<file path="src/rtl/param_up_down_counter.sv">
// Parametrised up/down counter with synchronous load, count enable, wrap or
// saturate policy, terminal-count look-ahead and sticky event flags.
module param_up_down_counter #(
  parameter int WIDTH    = 3,
  parameter int MODULUS  = 8,
  parameter int SATURATE = 0
) (
  input  logic             clock,
  input  logic             clear,
  input  logic             enable,
  input  logic             mode,
  input  logic             load,
  input  logic [WIDTH-1:0] load_value,
  input  logic             clear_flags,
  output logic [WIDTH-1:0] q,
  output logic [WIDTH-1:0] qbar,
  output logic             tc,
  output logic             carry,
  output logic             overflow,
  output logic             load_err
);

  localparam logic [WIDTH-1:0] MAX_VAL  = WIDTH'(MODULUS - 1);
  localparam logic [WIDTH-1:0] ZERO_VAL = {WIDTH{1'b0}};
  localparam logic [WIDTH-1:0] ONE_VAL  = WIDTH'(1);
  // One extra bit so MODULUS == 2**WIDTH is representable in the range check.
  localparam logic [WIDTH:0]   MOD_EXT  = (WIDTH+1)'(MODULUS);

  logic             at_max_s;
  logic             at_zero_s;
  logic             event_s;
  logic             load_oor_s;
  logic [WIDTH-1:0] next_q_s;

  assign at_max_s  = (q == MAX_VAL);
  assign at_zero_s = (q == ZERO_VAL);
  assign tc        = enable & ~load & ((mode & at_max_s) | (~mode & at_zero_s));
  assign qbar      = ~q;

  // Next-count selection: load beats enable, range ends wrap or hold.
  always_comb begin
    next_q_s   = q;
    event_s    = 1'b0;
    load_oor_s = 1'b0;
    if (load) begin
      if ({1'b0, load_value} < MOD_EXT) begin
        next_q_s = load_value;
      end else begin
        next_q_s   = MAX_VAL;
        load_oor_s = 1'b1;
      end
    end else if (enable) begin
      if (mode) begin
        if (at_max_s) begin
          event_s  = 1'b1;
          next_q_s = (SATURATE != 0) ? q : ZERO_VAL;
        end else begin
          next_q_s = q + ONE_VAL;
        end
      end else begin
        if (at_zero_s) begin
          event_s  = 1'b1;
          next_q_s = (SATURATE != 0) ? q : MAX_VAL;
        end else begin
          next_q_s = q - ONE_VAL;
        end
      end
    end else begin
      next_q_s = q;
    end
  end

  // State and flag registers; a new event on the same edge beats clear_flags.
  always_ff @(posedge clock or posedge clear) begin
    if (clear) begin
      q        <= ZERO_VAL;
      carry    <= 1'b0;
      overflow <= 1'b0;
      load_err <= 1'b0;
    end else begin
      q        <= next_q_s;
      carry    <= event_s;
      overflow <= event_s | (overflow & ~clear_flags);
      load_err <= load_oor_s | (load_err & ~clear_flags);
    end
  end

endmodule

</file>
<file path="config.mk">
export PLATFORM = sky130hd
export DESIGN_NAME = param_up_down_counter
export DESIGN_NICKNAME = d
export VERILOG_FILES = /design/src/rtl/param_up_down_counter.sv
export SDC_FILE = /design/constraint.sdc
export NUM_CORES = 1
export LEC_CHECK = 0
export ABC_AREA = 1
export ABC_CLOCK_PERIOD_IN_PS = 3290
export CAP_MARGIN = 0
export CORE_AREA = 5 5 42 44
export CTS_BUF_LIST = sky130_fd_sc_hd__clkbuf_4 sky130_fd_sc_hd__clkbuf_8
export CTS_CLUSTER_SIZE = 16
export DETAILED_ROUTE_END_ITERATION = 8
export DIE_AREA = 0 0 47 49
export DONT_BUFFER_PORTS = 1
export SLEW_MARGIN = 20
export SYNTH_ARGS = -nofsm -noshare
export SYNTH_HDL_FRONTEND = slang
export SYNTH_SLANG_ARGS = --single-unit
export TNS_END_PERCENT = 5
</file>
<file path="constraint.sdc">
create_clock -name clock -period 3.29 [get_ports clock]
set_input_delay 0.4935 -clock clock [delete_from_list [all_inputs] [get_ports clock]]
set_output_delay 0.4935 -clock clock [all_outputs]
set_load 0.01 [all_outputs]
</file>
Yosys cells after proc, flatten, opt, wreduce, memory -nomap -nowiden
Index checks and enable logic that the tools add are counted.
- magnitude comparators: 0
- div/mod/pow operators: 0
- bitwise logic cells: 12
- add/sub/neg operators: 2
- multiplexer cells: 10
- $mul: 0
- shift operators: 0
- reduce and logical (&&, ||, !) cells: 2
- eq/ne operators: 1
- operators with widths (cell ; count):
    $mux 3 ; 5
    $and 1x1->1 ; 6
    $mux 1 ; 5
    $add 3x1->3 const B ; 1
    $eq 3x3->1 const B ; 1
    $logic_not 3->1 ; 1
    $not 1->1 ; 3
    $not 3->3 ; 1
    $sub 3x1->3 const B ; 1
    $or 1x1->1 ; 2
    $reduce_bool 2->1 ; 1
- word-level logic and storage cells: 31
- bits in registers: 6
- bits in read-only memories: 0
- memory bits (writable): 0
- latch bits: 0
- output and inout port bits: 10
- memories kept: 0

Depth between registers and ports, before layout
- depth in word-level cells: 6
- gate-level depth with buffers: 8

Worst setup path after synthesis
No wires, ideal clock.
- path type: flip-flop to output port
- start point: register q[0]
- end point: output port tc
- setup slack: 1.641 ns
- data arrival time: 1.156 ns
- stages on the path, launching flop included: 9
- path buffers: 0
- path through: dfrtp_1 -> inv_1 -> ha_1 -> inv_1 -> nor2_2 -> nand2_1 -> nand2_1 -> nand2_1 -> inv_1
- longest elaborated chain between the ends: 4
- RTL lines (item ; line ; text):
    start, declared ; 15 ; output logic [WIDTH-1:0] q,
    start signal, assigned ; 81 ; q <= next_q_s;
    $eq 3x3->1 / $logic_not 3->1 (equally long branches) ; 35, 36 ;
    $and 1x1->1 ; 37 ; assign tc = enable & ~load & ((mode & at_max_s) | (~mode & at_zero_s));
    $or 1x1->1 * ; 37 ;
    $and 1x1->1 * ; 37 ;
    end, declared ; 17 ; output logic tc,
Every way passes the cells marked *; elsewhere a longest branch is shown, timed or not.

Worst setup path after layout
Same ends and word-level chain as after synthesis.

==> impl_metrics.env <==
export IMPL_dpl_hpwl_um=711.1
export IMPL_max_cap_violations=0
export IMPL_powerDensity_nw_per_um2=461.7
export IMPL_slew_viol_final=0
export IMPL_status="finished clean"
export IMPL_cts_root_buf="clkbuf_4"
export IMPL_insertion_delay_ns=0.24
export IMPL_synth_avg_cell_area_sq_um=7.555
export IMPL_hold_viol=0
export IMPL_syn_to_final_growth_pct=10.83
export IMPL_diodes=0
export IMPL_fin_area_sq_um=435.4
export IMPL_grtUsageTotal_pct=8.911
export IMPL_coreArea_sq_um=1401
export IMPL_cts_tree="built"
export IMPL_cts_buffer_depth=2
export IMPL_post_cts_resized=0
export IMPL_grt_pass1_wl_um=1435
export IMPL_rsz0062_at_grt="no"
export IMPL_drtIter0Drc=8
export IMPL_max_freq_ghz=0.4919
export IMPL_placed_area_sq_um=412.9
export IMPL_post_route_drc_count=0
export IMPL_yosysWarnings=0
export IMPL_relSlewSlack_pct=79.16
export IMPL_die_h_um=49
export IMPL_met2_usage_pct=13.35
export IMPL_antenna_found_initial=0
export IMPL_dieArea_sq_um=2303
export IMPL_layout_common_cells="15 x nand2_1, 12 x inv_1, 6 x dfrtp_1"
export IMPL_wl_per_cell_um=11.70
export IMPL_rows=14
export IMPL_synth_cell_types=12
export IMPL_totalWireLength_um=831
export IMPL_grt_remaining_overflow=0
export IMPL_clock_sinks=6
export IMPL_gp_congestion=0.8534
export IMPL_cp_max_fo=4
export IMPL_leakagePower_nw=0.2608
export IMPL_ys_seq_elements=6
export IMPL_setup_viol=0
export IMPL_crit_required_ns=2.80
export IMPL_final_common_cell="nand2_1"
export IMPL_setup_worst_path_end_class="primary output"
export IMPL_cts_hold_buf=0
export IMPL_post_cts_buffers=0
export IMPL_start_util_pct=28.04
export IMPL_hold_path_class="in2async"
export IMPL_ir_worst_vdd_mv=0.2534
export IMPL_netlist_instances=52
export IMPL_path_class="reg2out"
export IMPL_post_route_period_util_pct=61.79
export IMPL_antenna_left=0
export IMPL_ys_seq_area_share_pct=38.22
export IMPL_syn_area_sq_um=392.9
export IMPL_top_usage_layer="met2"
export IMPL_clock_skew_ns=0.001088
export IMPL_dr_pass1_iters=2
export IMPL_grtUsageMet3_pct=6.642
export IMPL_fin_nets=70
export IMPL_yosys_area_top_type="dfrtp_1"
export IMPL_grt_max_degree=7
export IMPL_met1_usage_pct=10.24
export IMPL_h_tree_depth=1
export IMPL_numCtsBuffers=3
export IMPL_first_global_vias=335
export IMPL_crit_path_start_kind="flop"
export IMPL_viasPerCell=4.437
export IMPL_tightest_slew_ns=0.3126
export IMPL_synth_net_count=65
export IMPL_die_w_um=47
export IMPL_dr_total_vias=315
export IMPL_cp_arrival_ns=1.54
export IMPL_yosys_top_cells_area="dfrtp_1 38%, nand2_1 14%, ha_1 13%"
export IMPL_num_io_pins=19
export IMPL_clkTransAtPathRegs_ns=0.04
export IMPL_final_min_clock_period_ns=2.033
export IMPL_drive_above_1_share_pct=14.55
export IMPL_yosysTopAreaCellShare_pct=38.22
export IMPL_port_buffers=0
export IMPL_tns_ns=0
-- Yosys cell counts --
cell type   n
nand2_1    15
nor2_2      3
nor2_1      3
o21ai_0     1
xnor2_1     1
dfrtp_1     6
nor2_4      1
inv_2       1
inv_1      12
nand3_1     2
ha_1        4
a22oi_1     3
-- per-stage QoR --
step / worst slack [ns] / util (%) / total power [mW] / hold WS, ns / instances
2_1_floorplan: 1.641 / - / 0.1279 / 0.2845 / 52
3_3_place_gp: 1.504 / 29.46 / 0.1365 / 0.3143 / 68
3_5_place_dp: 1.496 / 29.46 / 0.1374 / 0.3128 / 68
4_1_cts: 1.235 / 31.07 / 0.2050 / 0.05445 / 71
5_1_grt: 1.096 / 31.07 / 0.2202 / 0.06233 / 71
6_report: 1.257 / 31.07 / 0.2010 / 0.05569 / 71
-- worst max-delay path, stage by stage, from the launching register on --
cell	delay, ns
dfrtp_1	0.43
inv_1	0.20
ha_1	0.19
inv_1	0.05
nor2_2	0.09
nand2_1	0.08
nand2_1	0.07
nand2_1	0.08
inv_1	0.11
-- report_power, final --
part	leakage (nW)	internal [mW]	total [mW]	switching, mW
sequential	0.0776	0.0800	0.0912	0.0113
combinational	0.169	0.0169	0.0442	0.0273
clock	0.0138	0.0411	0.0656	0.0245
-- final timing paths --
| path | from | to | slack, ns | cells past startpoint |
|---|---|---|---|---|
| min in group clock | clear_flags | load_err | 0.31 | 1 |
| worst max-delay path | q[0] | tc | 1.26 | 8 |
| worst min-delay path | clear | q[2] | 0.06 | 1 |
| worst max register to register | q[0] | overflow | 1.95 | 8 |
| worst min register to register | load_err | load_err | 0.54 | 2 |
| max in group asynchronous | clear | overflow | 3.04 | 1 |
-- layout make-up --
class,count,area (sq um)
fill,163,965.9
multi-input combinational,33,193.9
sequential,6,150.1
inverter,13,48.80
clock buffer,3,22.52
tap,16,20.02
-- layer usage --
layer  wire, um  up-vias
met5          0        -
met4          0        0
met3         79        0
met2        425       11
met1        326      143
li1           -      161
-- registers in the layout, summed over array words and instances, names as in the netlist --
| register | count |
|---|---|
| load_err | 1 |
| carry | 1 |
| overflow | 1 |
| q | 3 |
-- cells by family after synthesis --
group                      count (synthesis)  share of synthesized area, %
and+or+nand+nor                           24                         27.39
adders and majority gates                  4                         12.74
xor gates and xnor gates                   1                         2.230
buffers and inverters                     13                         12.42
AOI/OAI and AO/OA                          4                         7.005
DFF                                        6                         38.22
(Power assumes the default switching activity.)
==> patch: new RTL, config.mk and constraints unchanged <==
Change the parameter `WIDTH` from 3 to 2.
--- a/src/rtl/param_up_down_counter.sv
+++ b/src/rtl/param_up_down_counter.sv
@@ -1,7 +1,7 @@
 // Parametrised up/down counter with synchronous load, count enable, wrap or
 // saturate policy, terminal-count look-ahead and sticky event flags.
 module param_up_down_counter #(
-  parameter int WIDTH    = 3,
+  parameter int WIDTH    = 2,
   parameter int MODULUS  = 8,
   parameter int SATURATE = 0
 ) (
Interface: changed (resized load_value, q and qbar); port bits go from 19 to 16. The function was not compared with the original's and may differ.
==> patch against the unedited design <==
- utilization shrank 8.2 points
- sequential cell count shrank 1
- register-to-register slack gained 60 ps
- total power grew 11%
- sequential share of layout area grew 4.6 points
- cell area shrank 26%
- combinational power grew 13%
- synthesized area shrank 31%
- worst setup slack gained 170 ps
- routed wire length shrank 36%
- largest power group unchanged
- highest routed layer is now met4
==> patch: results (changes against the unedited design) <==
Leakage -> 0.000200 uW (-23%)
Synth top cells by count -> 12 x inv_1, 9 x nand2_1, 5 x dfrtp_1
I/O Buffers -> 0 (unchanged)
Hold Path Class -> primary input to asynchronous set/reset pin
WL met1 -> 212 microns (-35%)
Slowest-stage cell, CP -> dfrtp_1
Uppermost layer routed -> met4
Internal power -> 146 uW (+5.7%)
Final WL -> 533 microns (-36%)
H-tree depth -> 1 (unchanged)
Met2 WL post-DR -> 243 microns (-43%)
Syn avg cell area -> 7.95 sq um (+5.2%)
Status -> complete, no violations
Deepest clock path buffer count -> 2 (unchanged)
FILL cells -> 166 (+1.8%)
Peak supply drop -> 157 uV (-38%)
Async SR Flop Fraction -> 100% (unchanged)
Max FFs per register -> 2 (-1)
Reg2reg end -> q[1]
Largest Register -> q
Hpwl dp -> 464 microns (-35%)
Final net count -> 49 (-30%)
Flop2flop setup slack -> 2010 ps (+60 ps)
Met3 WL post-DR -> 57 microns (-28%)
Synth unique cells -> 10 (-2)
Vias per cell -> 3.61 (-19%)
Cell Count, Final, Fillers Out -> 54 (-24%)
Routability Congestion -> 0.630 (-26%)
Total track usage -> 6.50% (-2.4 points)
Share of layout cells above drive strength 1 -> 15.8% (+1.2 points)
Register area share after synthesis -> 46.3% (+8.1 points)
Worst hold slack -> 34.5 ps (-21.2 ps)
N_diodes -> 0 (unchanged)
Root Buffer -> clkbuf_4
R2R depth -> 7 (-1)
Syn nets -> 44 (-32%)
Total iterations of the first detailed-routing run -> 4 (+2)
TritonCTS Buffers -> 3 (unchanged)
Postcts setup bufs -> 0 (unchanged)
RR Startpoint -> q[0]
Top cells by area, synth -> dfrtp_1 46%, inv_1 17%, nand2_1 13%, ha_1 9.3%, nor2_4 4.2%
Slew headroom -> 84.2% (+5.1 points)
Dpl cells -> 50 (-26%)
Largest net degree at the start of global routing -> 6 (-1)
Post-cts gate resize count -> 0 (unchanged)
DRT iter0 DRCs -> 2 (-6)
Crit path max fanout -> 5 (+1)
First-pass GRT wire length -> 897 microns (-37%)
Worst-path clk slew -> 40 ps (about the same)
Worst-case clock skew -> 2.38 ps (+1.29 ps)
Critical Path Max Stage Delay -> 460 ps (+30 ps)
Vias in the first global route -> 197 (-41%)
WP data arrival -> 1370 ps (-170 ps)
[patch: area by class of cell]
class | instances | share of cell area [%]
Clock buffer | 4 | 9.38
Inverter | 12 | 14.1
Multi-Input combinational cell | 17 | 31.3
Sequential cell | 5 | 39.1
Tap cell | 16 | 6.25
[patch: layer usage]
| layer | vias to the layer above | track usage [%] |
|---|---|---|
| li1 | 102 | - |
| met2 | 10 | 6.33 |
| met4 | 0 | 9.68 |
| met5 | - | 0 |
| met3 | 2 | 4.43 |
| met1 | 81 | 6.87 |
[patch: cell families after synthesis]
family / count (synthesis) / synth area share, %
and+or+nand+nor: 12 / 19.9
DFF: 5 / 46.3
AOI/OAI and AO/OA: 3 / 7.87
adders and majority gates: 2 / 9.26
buffers and inverters: 12 / 16.7
[patch: stage by stage]
step                setup WS [ps]  area [sq um]
global route                 1300           320
detailed placement           1680           290
finish                       1430           320
global placement             1680           290
CTS                          1400           320
floorplan                    1810           270
[patch: worst max-delay path by stage]
stage,start,to,slack (ps),cells past startpoint
6_report,q[0],tc,1430,6
5_1_grt,q[0],tc,1300,6
4_1_cts,q[0],tc,1400,6
3_5_place_dp,q[0],tc,1680,6
3_3_place_gp,q[0],tc,1680,6
2_1_floorplan,q[0],tc,1810,6
[patch: power by group through the flow]
stage                     logic, uW  clock network, uW  registers [uW]
after floorplan                43.4                  0            90.1
after global placement         50.0                  0            94.8
after detailed placement       52.0                  0            94.1
after CTS                      51.3               83.7            94.1
after global routing           60.0               91.0            95.0
final                          49.9               78.9            93.6
